--- config.mk ---
export PLATFORM = sky130hd
export DESIGN_NAME = mtime_counter
export DESIGN_NICKNAME = d
export VERILOG_FILES = /design/src/rtl/mtime_counter.sv
export SDC_FILE = /design/constraint.sdc
export NUM_CORES = 1
export LEC_CHECK = 0
export CAP_MARGIN = 25
export CORE_MARGIN = 2
export CORE_UTILIZATION = 42
export DETAILED_ROUTE_END_ITERATION = 10
export PLACE_DENSITY = 0.7
export REMOVE_ABC_BUFFERS = 1
export SLEW_MARGIN = 10
export SYNTH_ARGS = -nofsm -noshare
export SYNTH_HDL_FRONTEND = slang
export SYNTH_SLANG_ARGS = --single-unit
--- constraint.sdc ---
create_clock -name clk -period 3.6 [get_ports clk]
set_clock_uncertainty 0.15 [all_clocks]
set_input_delay 0.72 -clock clk [delete_from_list [all_inputs] [get_ports clk]]
set_output_delay 0.72 -clock clk [all_outputs]
set_load 0.02 [all_outputs]
--- src/rtl/mtime_counter.sv ---
// mtime_counter: free-running 48-bit machine-time counter with prescaler, enable, software load and sticky wrap flag.
// Optional macro MTIME_SNAPSHOT_EN: MTIME_LO reads latch mtime[47:32] so a following MTIME_HI read is coherent.
module mtime_counter #(
   parameter logic [31:0] MTIME_BASE_ADDR = 32'h4000_2100,
   parameter int unsigned PRESC_W         = 16
) (
   input  logic        clk,
   input  logic        rst_n,
   input  logic [31:0] mem_addr,
   input  logic [31:0] mem_wdata,
   input  logic        mem_we,
   input  logic        mem_re,
   output logic [31:0] mem_rdata,
   output logic [47:0] mtime,
   output logic        mtime_tick
);

   localparam logic [3:0]         OFF_LO     = 4'h0;
   localparam logic [3:0]         OFF_HI     = 4'h4;
   localparam logic [3:0]         OFF_CTRL   = 4'h8;
   localparam logic [3:0]         OFF_STATUS = 4'hC;
   localparam logic [PRESC_W-1:0] PCNT_ONE   = PRESC_W'(1);

   logic [47:0]        mtime_q, mtime_d;
   logic [PRESC_W-1:0] pcnt_q, pcnt_d;
   logic [PRESC_W-1:0] presc_q, presc_d;
   logic               en_q, en_d;
   logic               ovf_q, ovf_d;
   logic               tick_q, tick_d;

   logic               sel;
   logic [3:0]         offset;
   logic               wr_lo, wr_hi, wr_ctrl, wr_status;
   logic               tick_due;
   logic [15:0]        hi_rd;
   logic [31:0]        ctrl_rd;
   logic               unused_addr;

   assign sel         = (mem_addr[31:8] == MTIME_BASE_ADDR[31:8]);
   assign offset      = mem_addr[3:0];
   assign unused_addr = ^mem_addr[7:4];

   assign wr_lo     = sel && mem_we && (offset == OFF_LO);
   assign wr_hi     = sel && mem_we && (offset == OFF_HI);
   assign wr_ctrl   = sel && mem_we && (offset == OFF_CTRL);
   assign wr_status = sel && mem_we && (offset == OFF_STATUS);

   assign tick_due = en_q && (pcnt_q == presc_q);

   // A software load of mtime suppresses the increment due that cycle; a CTRL write does not.
   always_comb begin
      mtime_d = mtime_q;
      pcnt_d  = pcnt_q;
      presc_d = presc_q;
      en_d    = en_q;
      ovf_d   = ovf_q;
      tick_d  = 1'b0;

      if (wr_status && mem_wdata[0]) begin
         ovf_d = 1'b0;
      end

      if (wr_lo || wr_hi) begin
         pcnt_d = '0;
         if (wr_lo) begin
            mtime_d[31:0] = mem_wdata;
         end else begin
            mtime_d[47:32] = mem_wdata[15:0];
         end
      end else begin
         if (tick_due) begin
            mtime_d = mtime_q + 48'd1;
            pcnt_d  = '0;
            tick_d  = 1'b1;
            if (&mtime_q) begin
               ovf_d = 1'b1;
            end
         end else if (en_q) begin
            pcnt_d = pcnt_q + PCNT_ONE;
         end
         if (wr_ctrl) begin
            en_d    = mem_wdata[0];
            presc_d = mem_wdata[8 +: PRESC_W];
            pcnt_d  = '0;
         end
      end
   end

   always_ff @(posedge clk or negedge rst_n) begin
      if (!rst_n) begin
         mtime_q <= '0;
         pcnt_q  <= '0;
         presc_q <= '0;
         en_q    <= 1'b1;
         ovf_q   <= 1'b0;
         tick_q  <= 1'b0;
      end else begin
         mtime_q <= mtime_d;
         pcnt_q  <= pcnt_d;
         presc_q <= presc_d;
         en_q    <= en_d;
         ovf_q   <= ovf_d;
         tick_q  <= tick_d;
      end
   end

`ifdef MTIME_SNAPSHOT_EN
   logic [15:0] shadow_q;

   always_ff @(posedge clk or negedge rst_n) begin
      if (!rst_n) begin
         shadow_q <= '0;
      end else if (sel && mem_re && (offset == OFF_LO)) begin
         shadow_q <= mtime_q[47:32];
      end
   end

   assign hi_rd = shadow_q;
`else
   assign hi_rd = mtime_q[47:32];
`endif

   always_comb begin
      ctrl_rd                = '0;
      ctrl_rd[0]             = en_q;
      ctrl_rd[8 +: PRESC_W]  = presc_q;
   end

   always_comb begin
      mem_rdata = '0;
      if (sel && mem_re) begin
         case (offset)
            OFF_LO:     mem_rdata = mtime_q[31:0];
            OFF_HI:     mem_rdata = {16'h0, hi_rd};
            OFF_CTRL:   mem_rdata = ctrl_rd;
            OFF_STATUS: mem_rdata = {31'h0, ovf_q};
            default:    mem_rdata = '0;
         endcase
      end
   end

   assign mtime      = mtime_q;
   assign mtime_tick = tick_q;

endmodule

After elaboration in Yosys (flattened, before gate mapping)
Cells that the tools add are included.
{"block": "totals", "register_bits": 83, "inputBits": 68, "word_cells": 49}
{"block": "op_classes", "n_addsub": 2, "n_eq_ne": 7, "n_mux": 16, "n_bitwise": 1, "reduce_logical": 16}
{"operator": "case mux 32 bit (4 select lines)", "count": 1}
{"operator": "2-to-1 mux 48 bit", "count": 2}
{"operator": "2-to-1 mux 16 bit", "count": 5}
{"operator": "2-to-1 mux 32 bit", "count": 2}
{"operator": "adder 48 x 1 -> 48 bit, second input constant", "count": 1}
{"operator": "AND reduction 48 bit", "count": 1}
{"operator": "== test 24 x 23 -> 1 bit, second input constant", "count": 1}
{"operator": "adder 16 x 1 -> 16 bit, second input constant", "count": 1}
{"operator": "== test 16 bit", "count": 1}
{"operator": "== test 4 bit, second input constant", "count": 2}
{"operator": "logical AND 1 bit", "count": 8}
{"operator": "2-to-1 mux 1 bit", "count": 6}
{"operator": "AND reduction 2 bit", "count": 3}
{"operator": "== test 4 x 3 -> 1 bit, second input constant", "count": 1}
{"operator": "zero test 4 bit", "count": 1}
{"operator": "inequality test 2 bit, second input constant", "count": 2}
{"operator": "nonzero test 4 bit", "count": 1}
{"operator": "nonzero test 2 bit", "count": 1}
{"operator": "logical OR 1 bit", "count": 1}
{"operator": "NOT 1 bit", "count": 1}

Longest topological paths before layout
{"block": "depth", "ltp_word": 8, "ltp_mapped": 9, "depth_no_buf": 7}

Worst setup path after synthesis
OpenSTA, ideal clock, no wires.
{"block": "synth_timing", "path_kind": "input-to-output", "startpoint": "in mem_addr[9]", "endpoint": "out mem_rdata[24]", "arrival_ns": 2.689, "required_ns": 2.730, "slack_ns": 0.041, "stages": 6, "n_path_buf": 1, "path_cell_list": "nor4b_1 nand4_1 or4_1 or2_2 clkbuf_1 nor3_1"}
{"block": "synth_between", "elab_chain_cells": 3}
{"element": "start, declared", "line": "9", "rtl": "input logic [31:0] mem_addr,"}
{"element": "== test 24 x 23 -> 1 bit", "line": "39", "rtl": "assign sel = (mem_addr[31:8] == MTIME_BASE_ADDR[31:8]);"}
{"element": "logical AND 1 bit", "line": "131", "rtl": "if (sel && mem_re) begin"}
{"element": "2-to-1 mux 32 bit", "line": "131"}
{"element": "end, declared", "line": "13", "rtl": "output logic [31:0] mem_rdata,"}
Every way passes these cells.

Worst setup path in the final report
{"block": "layout_timing", "startpoint": "in mem_addr[28]", "endpoint": "out mem_rdata[28]"}
The elaborated chain is that of the path after synthesis.

==> results.json <==
{
  "coreArea_um2": 13400,
  "drtPass1Iterations": 6,
  "grt_util_all_layers_pct": 31.09,
  "maxCapViolations": 0,
  "synth-main-ff-cell": "dfrtp_1",
  "cts_root_buf": "clkbuf_16",
  "routed_wl_um": 22990,
  "tightest_slew_ps": 902.4,
  "place_inst": 1036,
  "grt_pass1_wl_um": 35220,
  "cp_num_buf_inv": 2,
  "cpPeakStageDelay_ps": 490,
  "die_h_um": 121.6,
  "relSlewSlack_pct": 39.38,
  "path_clk_slew_ps": 70,
  "leakage_nw": 3.393,
  "fmax_ghz": 0.2799,
  "synth_cell_types": 64,
  "peakVddDrop_mv": 0.1858,
  "drt_iter0_drc": 670,
  "grt_pass1_vias": 6330,
  "crit_path_max_fanout": 6,
  "cp_slowest_cell": "or4_4",
  "fin_crit_sh_pct": 99.25,
  "ys_ff_latch": 83,
  "path_cells": "dlygate4sd2_1 -> nor4b_4 -> nand3_1 -> or4_4 -> or2_4 -> nor2_4 -> and2_4 -> buf_6",
  "power_density_nw_per_um2": 246.7,
  "worst_setup_path_end_kind": "primary output",
  "worstSetupStartpointType": "input pin",
  "die_area_um2": 14800,
  "seq_area_um2": 2078,
  "placed_area_um2": 7705,
  "synth_enable_flop_cells": 0,
  "cts_tree": "yes",
  "die_w_um": 121.6,
  "drc_errors": 0,
  "min_path_type": "input pin to async pin",
  "num_vias": 6616,
  "ios": 149,
  "multi_input_area_um2": 3642,
  "arrival_ps": 2700,
  "yosysWarnings": 0,
  "setup_ws_ps": 26.98,
  "num_rows": 42,
  "clock_path_buffers": 2,
  "power_w": 0.002024,
  "clk_latency_ps": 360,
  "criticalPathCategory": "input pin to primary output",
  "portBuffers": 144,
  "fillCellCount": 1221,
  "synthesis.area_um2": 5812,
  "numCtsBuffers": 9,
  "dp_hpwl_um": 16940,
  "final_cells": 1072,
  "grt_start_max_net_pins": 33,
  "num_antenna_cells": 0,
  "wl_per_cell_um": 21.44,
  "setup_viol": 0,
  "yosysSeqAreaShare_pct": 35.76,
  "postSynthCellCount": 712,
  "antenna_found_initial": 0,
  "dp_slack_ps": -935.7,
  "ant_nets": 0,
  "period_minus_slack_ps": 3573,
  "outcome": "complete, no violations",
  "slew_violations": 0,
  "final_cell_area_um2": 8204,
  "htree_levels": 3,
  "start_util_pct": 43.37,
  "clock-sinks": 83,
  "finalSetupTns_ps": 0,
  "viasPerCell": 6.172,
  "area_growth_pct": 41.16,
  "place_congestion": 1.012,
  "overflow": 0,
  "finalHoldViolCount": 0,
  "worst_ep_required_time_ps": 2730,
  "syn_area_per_cell_um2": 8.163,
  "crit_family": "simple AND/OR/NAND/NOR gates",
  "synthArstFlopShare_pct": 100.0,
  "final_layout_size_suffix_gt1_share_pct": 20.20,
  "finalNetCount": 961
}
## worst reg2reg max path: stages, from the launching register on
cell	delay, ps
dfrtp_1	450
xnor2_1	320
or3b_2	530
nor3_1	650
nand3_1	300
buf_4	220
a22oi_1	170
a2bb2oi_1	180
## cells in the final DEF (no fill, tap or decap), drive strengths merged, types with 18 or more instances in the layout
| cell type | synthesis | layout |
|---|---|---|
| buf | 11 | 95 |
| clkdlybuf4s50 | 0 | 86 |
| dfrtp | 82 | 82 |
| a21oi | 73 | 73 |
| nor2 | 71 | 71 |
| nand2 | 66 | 66 |
| nand3 | 43 | 43 |
| o21ai | 35 | 35 |
| nor3 | 29 | 29 |
| nand4 | 26 | 26 |
| mux2i | 25 | 25 |
| nor4 | 23 | 23 |
| mux2 | 20 | 20 |
| xnor2 | 18 | 18 |
## what timing repair did
item	in CTS	in global routing
setup endpoints to repair	32	30
gates cloned	2	0
pin swaps	11	9
gates resized for setup	210	5
setup buffers	17	1
hold buffers	0	0
## logic make-up (layout without fill, tap and decap cells)
logic type	Yosys count	after routing	share of synthesized area, %
fa+ha+maj	2	2	0.4305
compound gates	161	161	16.99
simple gates	341	341	30.76
xor+xnor	25	25	3.767
buf+inv	54	238	3.724
mux	46	46	8.568
flops	83	83	35.76
## final cells by class
| type | instances | share of cell area [%] |
|---|---|---|
| Timing Repair Buffer | 209 | 23.52 |
| Sequential cell | 83 | 25.33 |
| Multi-Input combinational cell | 575 | 44.40 |
| Inverter | 13 | 0.5948 |
| Tap cell | 176 | 2.684 |
| Clock buffer | 9 | 2.745 |
| Clock inverter | 7 | 0.7320 |
## through the flow
stage	util, %	hold slack [ps]
floorplan	-	274.4
global placement	57.50	303.4
detailed placement	57.50	319.5
CTS	61.16	171.2
global route	61.22	187.3
finish	61.22	151.3
## per-layer routing
| metal | track usage, % | vias to the layer above | share of wire (%) |
|---|---|---|---|
| met5 | 0 | - | 0 |
| met2 | 50.39 | 339 | 48 |
| met1 | 42.45 | 3224 | 42 |
| li1 | - | 3004 | - |
| met4 | 11.35 | 0 | 2.4 |
| met3 | 4.401 | 49 | 8.2 |
## Yosys cell counts (all sizes together), types with 3 or more instances
| library cell | n | area share (%) |
|---|---|---|
| dfrtp | 82 | 35 |
| a21oi | 73 | 6.3 |
| nor2 | 71 | 4.6 |
| nand2 | 66 | 4.3 |
| nand3 | 43 | 3.7 |
| o21ai | 35 | 3.0 |
| clkbuf | 30 | 1.9 |
| nor3 | 29 | 2.6 |
| nand4 | 26 | 2.8 |
| mux2i | 25 | 4.3 |
| nor4 | 23 | 2.7 |
| mux2 | 20 | 3.9 |
| xnor2 | 18 | 2.7 |
| and2 | 15 | 1.6 |
| and3 | 14 | 1.5 |
| inv | 12 | 0.77 |
| buf | 11 | 0.95 |
| or4 | 9 | 1.2 |
| or3 | 8 | 0.86 |
| nor4b | 7 | 1.1 |
| xor2 | 7 | 1.1 |
| nand2b | 6 | 0.65 |
| o22ai | 6 | 0.65 |
| a31o | 5 | 0.75 |
| and4 | 5 | 0.75 |
| nor2b | 5 | 0.54 |
| o41ai | 5 | 0.75 |
| a21o | 4 | 0.52 |
| nor3b | 4 | 0.52 |
| o221a | 4 | 0.77 |
| or2 | 4 | 0.43 |
| a22oi | 3 | 0.39 |
| a41o | 3 | 0.52 |
| o2bb2ai | 3 | 0.45 |
| o31ai | 3 | 0.39 |
| or4b | 3 | 0.52 |
## path summary, 6_finish.rpt
check / startpoint / slack [ps] / depth (start not counted) / endpoint
max: mem_addr[28] / 30 / 8 / mem_rdata[28]
min: rst_n / 150 / 1 / mtime[1]
max reg2reg: pcnt_q[13] / 550 / 7 / mtime[31]
min reg2reg: ovf_q / 340 / 2 / ovf_q
max in group asynchronous: rst_n / 2360 / 2 / mtime[18]
min in group clk: ovf_q / 340 / 2 / ovf_q
## report_power, final
group	internal, W	switching [W]
Sequential	0.000932	0.000000459
Clock	0.000479	0.000447
Combinational	0.0000831	0.0000830
## flip-flops by register name, summed over array words and instances (netlist names)
name / flops
mtime: 48
presc_q: 16
pcnt_q: 16
mtime_tick: 1
en_q: 1
ovf_q: 1
(Power assumes the default switching activity.)
